$ cat config.mk
export PLATFORM = sky130hd
export DESIGN_NAME = id_ex_stage
export DESIGN_NICKNAME = d
export VERILOG_FILES = /design/src/rtl/id_ex_stage.sv
export SDC_FILE = /design/constraint.sdc
export NUM_CORES = 1
export LEC_CHECK = 0
export CAP_MARGIN = 15
export CORE_ASPECT_RATIO = 1.25
export CORE_MARGIN = 3
export CORE_UTILIZATION = 32
export DETAILED_ROUTE_END_ITERATION = 8
export PLACE_DENSITY = 0.65
export SYNTH_ARGS = -nofsm -noshare
export SYNTH_HDL_FRONTEND = slang
export SYNTH_SLANG_ARGS = --single-unit
$ cat constraint.sdc
create_clock -name clk -period 13.5 [get_ports clk]
set_clock_uncertainty 0.05 [all_clocks]
set_input_delay 1.35 -clock clk [delete_from_list [all_inputs] [get_ports clk]]
set_output_delay 1.35 -clock clk [all_outputs]
set_load 0.01 [all_outputs]
$ cat src/rtl/id_ex_stage.sv
// ID/EX pipeline register with load-use hazard detection, flush squashing
// and sticky halt capture.
module id_ex_stage #(
   parameter int DATA_W = 32,
   parameter int PC_W   = 9,
   parameter int REG_W  = 5
) (
   input  logic              clk,
   input  logic              reset,
   input  logic              id_ALUSrc,
   input  logic              id_MemtoReg,
   input  logic              id_RegWrite,
   input  logic              id_MemRead,
   input  logic              id_MemWrite,
   input  logic              id_Branch,
   input  logic              id_Halt,
   input  logic              id_Jal,
   input  logic              id_Jalr,
   input  logic [1:0]        id_ALUOp,
   input  logic [PC_W-1:0]   id_pc,
   input  logic [DATA_W-1:0] id_rd1,
   input  logic [DATA_W-1:0] id_rd2,
   input  logic [DATA_W-1:0] id_imm,
   input  logic [REG_W-1:0]  id_rs1,
   input  logic [REG_W-1:0]  id_rs2,
   input  logic [REG_W-1:0]  id_rd,
   input  logic [2:0]        id_funct3,
   input  logic [6:0]        id_funct7,
   input  logic              flush,
   output logic              ex_ALUSrc,
   output logic              ex_MemtoReg,
   output logic              ex_RegWrite,
   output logic              ex_MemRead,
   output logic              ex_MemWrite,
   output logic              ex_Branch,
   output logic              ex_Jal,
   output logic              ex_Jalr,
   output logic [1:0]        ex_ALUOp,
   output logic [PC_W-1:0]   ex_pc,
   output logic [DATA_W-1:0] ex_rd1,
   output logic [DATA_W-1:0] ex_rd2,
   output logic [DATA_W-1:0] ex_imm,
   output logic [REG_W-1:0]  ex_rs1,
   output logic [REG_W-1:0]  ex_rs2,
   output logic [REG_W-1:0]  ex_rd,
   output logic [2:0]        ex_funct3,
   output logic [6:0]        ex_funct7,
   output logic              stall,
   output logic              halted
);

   logic              r_ALUSrc, r_MemtoReg, r_RegWrite, r_MemRead;
   logic              r_MemWrite, r_Branch, r_Jal, r_Jalr, r_halted;
   logic [1:0]        r_ALUOp;
   logic [PC_W-1:0]   r_pc;
   logic [DATA_W-1:0] r_rd1, r_rd2, r_imm;
   logic [REG_W-1:0]  r_rs1, r_rs2, r_rd;
   logic [2:0]        r_funct3;
   logic [6:0]        r_funct7;

   logic w_hazard, w_load, w_set_halt, w_stall;

   // Hazard detection and load selection; a Halt reaching EX is replaced by a bubble.
   always_comb begin
      w_hazard   = 1'b0;
      w_load     = 1'b0;
      w_set_halt = 1'b0;
      w_stall    = 1'b0;
      if (r_MemRead && (r_rd != {REG_W{1'b0}}) && ((r_rd == id_rs1) || (r_rd == id_rs2))) begin
         w_hazard = 1'b1;
      end else begin
         w_hazard = 1'b0;
      end
      if (!r_halted && !flush && !w_hazard) begin
         w_load     = !id_Halt;
         w_set_halt = id_Halt;
      end else begin
         w_load     = 1'b0;
         w_set_halt = 1'b0;
      end
      w_stall = (w_hazard && !flush) || r_halted;
   end

   // Pipeline register: ID contents or a zero bubble every edge; halt is sticky.
   always_ff @(posedge clk or posedge reset) begin
      if (reset) begin
         r_ALUSrc   <= 1'b0;
         r_MemtoReg <= 1'b0;
         r_RegWrite <= 1'b0;
         r_MemRead  <= 1'b0;
         r_MemWrite <= 1'b0;
         r_Branch   <= 1'b0;
         r_Jal      <= 1'b0;
         r_Jalr     <= 1'b0;
         r_ALUOp    <= 2'b00;
         r_pc       <= {PC_W{1'b0}};
         r_rd1      <= {DATA_W{1'b0}};
         r_rd2      <= {DATA_W{1'b0}};
         r_imm      <= {DATA_W{1'b0}};
         r_rs1      <= {REG_W{1'b0}};
         r_rs2      <= {REG_W{1'b0}};
         r_rd       <= {REG_W{1'b0}};
         r_funct3   <= 3'b000;
         r_funct7   <= 7'b0000000;
         r_halted   <= 1'b0;
      end else begin
         if (w_load) begin
            r_ALUSrc   <= id_ALUSrc;
            r_MemtoReg <= id_MemtoReg;
            r_RegWrite <= id_RegWrite;
            r_MemRead  <= id_MemRead;
            r_MemWrite <= id_MemWrite;
            r_Branch   <= id_Branch;
            r_Jal      <= id_Jal;
            r_Jalr     <= id_Jalr;
            r_ALUOp    <= id_ALUOp;
            r_pc       <= id_pc;
            r_rd1      <= id_rd1;
            r_rd2      <= id_rd2;
            r_imm      <= id_imm;
            r_rs1      <= id_rs1;
            r_rs2      <= id_rs2;
            r_rd       <= id_rd;
            r_funct3   <= id_funct3;
            r_funct7   <= id_funct7;
         end else begin
            r_ALUSrc   <= 1'b0;
            r_MemtoReg <= 1'b0;
            r_RegWrite <= 1'b0;
            r_MemRead  <= 1'b0;
            r_MemWrite <= 1'b0;
            r_Branch   <= 1'b0;
            r_Jal      <= 1'b0;
            r_Jalr     <= 1'b0;
            r_ALUOp    <= 2'b00;
            r_pc       <= {PC_W{1'b0}};
            r_rd1      <= {DATA_W{1'b0}};
            r_rd2      <= {DATA_W{1'b0}};
            r_imm      <= {DATA_W{1'b0}};
            r_rs1      <= {REG_W{1'b0}};
            r_rs2      <= {REG_W{1'b0}};
            r_rd       <= {REG_W{1'b0}};
            r_funct3   <= 3'b000;
            r_funct7   <= 7'b0000000;
         end
         if (w_set_halt) begin
            r_halted <= 1'b1;
         end else begin
            r_halted <= r_halted;
         end
      end
   end

   assign ex_ALUSrc   = r_ALUSrc;
   assign ex_MemtoReg = r_MemtoReg;
   assign ex_RegWrite = r_RegWrite;
   assign ex_MemRead  = r_MemRead;
   assign ex_MemWrite = r_MemWrite;
   assign ex_Branch   = r_Branch;
   assign ex_Jal      = r_Jal;
   assign ex_Jalr     = r_Jalr;
   assign ex_ALUOp    = r_ALUOp;
   assign ex_pc       = r_pc;
   assign ex_rd1      = r_rd1;
   assign ex_rd2      = r_rd2;
   assign ex_imm      = r_imm;
   assign ex_rs1      = r_rs1;
   assign ex_rs2      = r_rs2;
   assign ex_rd       = r_rd;
   assign ex_funct3   = r_funct3;
   assign ex_funct7   = r_funct7;
   assign stall       = w_stall;
   assign halted      = r_halted;

endmodule
* Yosys cells after proc, flatten, opt, wreduce, memory -nomap -nowiden
Cells that the tools add are included.
** Word-level totals
- Memory bits (writable) :: 0
- ROM bits :: 0
- Input port bits :: 144
- Memories kept :: 0
- Bits in registers :: 141
- Bits in latches :: 0
** Cells by class
- Bitwise gates (word level) :: 0
- Div/mod/pow operators :: 0
- Shift operators :: 0
- $add $sub $neg :: 0
- Reductions and logical operators :: 12
- Multipliers :: 0
- $lt $le $gt $ge :: 0
- Mux-type cells :: 21
- Equality and inequality tests :: 2
** Operators by type and width (number)
- $mux 32 :: 3
- $mux 5 :: 3
- $mux 1 :: 11
- $eq 5x5->1 :: 2
- $mux 9 :: 1
- $mux 7 :: 1
- $logic_and 1x1->1 :: 5
- $reduce_bool 5->1 :: 1
- $logic_not 1->1 :: 4
- $mux 3 :: 1
- $logic_or 1x1->1 :: 2
- $mux 2 :: 1

* Depth between registers and ports, before layout
- Word-level depth :: 8
- Mapped depth :: 6
- Gate-level depth less buffers :: 4

* Worst setup path before layout
Ideal clock, no wire load.
- Path kind :: input port to output port
- From :: input port id_rs2[4]
- To :: output port stall
- Path buffers :: 1
- Path slack :: 9.819 ns
- Arrival time :: 2.281 ns
- Required time :: 12.100 ns
- Cell stages on the path :: 5
- Cell sequence :: xnor2_1 -> nand3_1 -> o22ai_2 -> clkbuf_1 -> a31o_2
** Between the ends
- Cells in the longest elaborated chain, start to end :: 6
** RTL lines
- start, declared :: RTL line 25 : input logic [REG_W-1:0] id_rs2,
- $eq 5x5->1 :: RTL line 69 : if (r_MemRead && (r_rd != {REG_W{1'b0}}) && ((r_rd == id_rs1) || (r_rd == id_rs2))) begin
- $logic_or 1x1->1 :: RTL line 69
- $logic_and 1x1->1 :: RTL line 69
- $mux 1 :: RTL line 69
- $logic_and 1x1->1 :: RTL line 81 : w_stall = (w_hazard && !flush) || r_halted;
- $logic_or 1x1->1 :: RTL line 81
- end, declared :: RTL line 48 : output logic stall,
Every way passes these cells.

* Worst setup path in the final report
Same ends and word-level chain as after synthesis.

==> reports/results.tsv <==
metric	value	unit
status	finished clean	
final_common_cell	clkdlybuf4s50_1	
drv_slew	0	
die_h	159.9	um
relSlewSlack	0.2660	
ir_drop	0.06925	mV
postLayoutCoreUtil	0.5208	
yosysWarnings	0	
finalHoldViolations	0	
n_antenna_cell	0	
met2_length	9.269	mm
postCtsHoldBufs	0	
start_kind	primary input	
synth_compound_gate_area_share	0.1722	
path_buf_inv	2	
drt_iter0_markers	241	
yosysTopAreaCellShare	0.5817	
antenna_found_initial	0	
cts_tree	built	
ys_ff_latch	141	
wire_per_inst	18.32	um
vias_per_cell	4.925	
min_path_type	register to register	
synth_xor_area_frac	0.01444	
port_buffers	285	
hpwl	12.13	mm
wl_met1	7.057	mm
yosys.area_share.adder	0	
crit_cells	6	
crit_family	buffers and inverters	
drive_above_1_share	0.1591	
cts_resized	0	
final_area	9569	um^2
grt_pass1_wl	28.21	mm
synth_area_leaders	dfrtp_1, nand3b_1, a21oi_2, a21oi_1, clkbuf_1	
grt_pass1_vias	5113	
clock-root-buffer	clkbuf_16	
crit_required	12.10	ns
htree_levels	4	
drc	0	
ys_seq_area_frac	0.5817	
crit_type	primary input to primary output	
tightest_slew	1.101	ns
synth-simple-area-share	0.1786	
synth_top_family_by_area	simple AND/OR/NAND/NOR gates	
rsz0062_at_grt	false	
synth_top_area_cell	dfrtp_1	
reg2regPathDepth	6	
cp-end-kind	primary output	
coreArea	18370	um^2
crit_slowest_cell	clkdlybuf4s50_1	
clock.fmax	0.2229	GHz
syn_avg_cell_area	11.99	um^2
topRoutingLayerUsed	met4	
synthMuxAreaShare	0	
die_area	20650	um^2
setup_viol	0	
wirelength	18.23	mm
finalSetupTns	0	ns
grt_use_total	0.1733	
post_dp_cell_area	8960	um^2
min_period_over_period	0.3323	
finalWorstPathRequiredPeriod	4.486	ns
netlist_area	6066	um^2
cts_sinks	141	
fp.dieW	129.1	um
cp_max_fo	2	
gp_congestion	0.7251	
cts.clk_slew.worst_paths	0.05	ns
cp_common_cell	clkdlybuf4s50_1	
synthesis.nets	650	
met3_length	1.517	mm
p_total	0.0009761	W
first_pass_iters	4	
num-nets-final	899	
overflow	0	
arrival	3.09	ns
whs_path_depth	2	
pin_count	286	
final_cell_mix	clkdlybuf4s50_1, dfrtp_1, nand3b_1	
grt_start_max_net_pins	142	
clock_latency	0.42	ns
cts_buffer_depth	2	
cap_violations	0	
syn_inst	506	
syn2layout_area_growth	57.76	%
ant_nets	0	
power_leakage	3.850	nW
vias	4900	
slowest_delay	0.54	ns
cp_cell_sequence	clkdlybuf4s50_1, xnor2_1, nand3_1, o22ai_4, a31o_2, clkdlybuf4s50_1	
whs	0.6378	ns
cts_setup_buffers	0	
initial_utilization	0.3301	
cts_buffers	17	
row_count	55	
synth_cell_type_count	17	
p_per_area	102.0	nW/um^2
## final timing paths
path | from | to | slack, ns
min in group asynchronous | reset | ex_imm[2] | 1.38
max in group asynchronous | reset | ex_imm[9] | 10.72
min reg2reg | halted | halted | 0.64
max | id_rs2[4] | stall | 9.01
max reg2reg | ex_rd[4] | ex_ALUSrc | 10.36
min | halted | halted | 0.64
## Yosys cell counts
master / number
o21a_1: 1
or4_1: 1
nand3b_1: 140
a31o_2: 1
nor2_1: 1
clkbuf_1: 43
xnor2_1: 10
nand2_1: 3
inv_1: 2
buf_2: 8
o21bai_1: 2
a21oi_1: 60
nand3_1: 2
a21oi_2: 80
buf_6: 10
o22ai_2: 1
dfrtp_1: 141
## cell type report
type,count,area [um^2]
repair buffers,291,2895
well taps,228,285.3
clock buffers,21,470.5
multi-input cells,302,2238
inverters,2,12.51
clock inverters,10,138.9
flip-flops and latches,141,3528
fillers,1624,8805
## worst register-to-register path: stages, from the launching register on
cell and delay (ns):
dfrtp_1 0.44, xnor2_1 0.21, nand3_1 0.14, o22ai_4 0.20
buf_4 0.79, buf_4 0.93, a21oi_1 0.22
## power by group
group	internal, W	total [W]	leakage [nW]	switching, W
combinational	0.0000445	0.0000716	1.59	0.0000272
clock	0.000304	0.000482	0.299	0.000178
sequential	0.000423	0.000423	1.97	0.00000000000101
## routing by layer
layer  vias to the layer above  global-route usage
met5                         -                   0
met4                         0             0.05826
met3                        23             0.06256
met2                       203              0.2941
met1                      2408              0.2012
li1                       2266                   -
## kinds of logic (layout without fill, tap and decap cells)
| logic type | Yosys count | after routing |
|---|---|---|
| simple gates | 147 | 147 |
| compound gates | 145 | 145 |
| flops | 141 | 141 |
| buf+inv | 63 | 324 |
| xor+xnor | 10 | 10 |
## sequential cells by signal (all words and copies together) (netlist names), 2 cells and up
name / count
ex_imm: 32
ex_rd1: 32
ex_rd2: 32
ex_pc: 9
ex_funct7: 7
ex_rd: 5
ex_rs1: 5
ex_rs2: 5
ex_funct3: 3
ex_ALUOp: 2
## through the flow
step	worst slack [ns]	cells
floorplan	8.319	506
global placement	9.018	964
detailed placement	9.025	964
CTS	9.015	995
global route	8.942	995
finish	9.014	995
(Power assumes the default switching activity.)
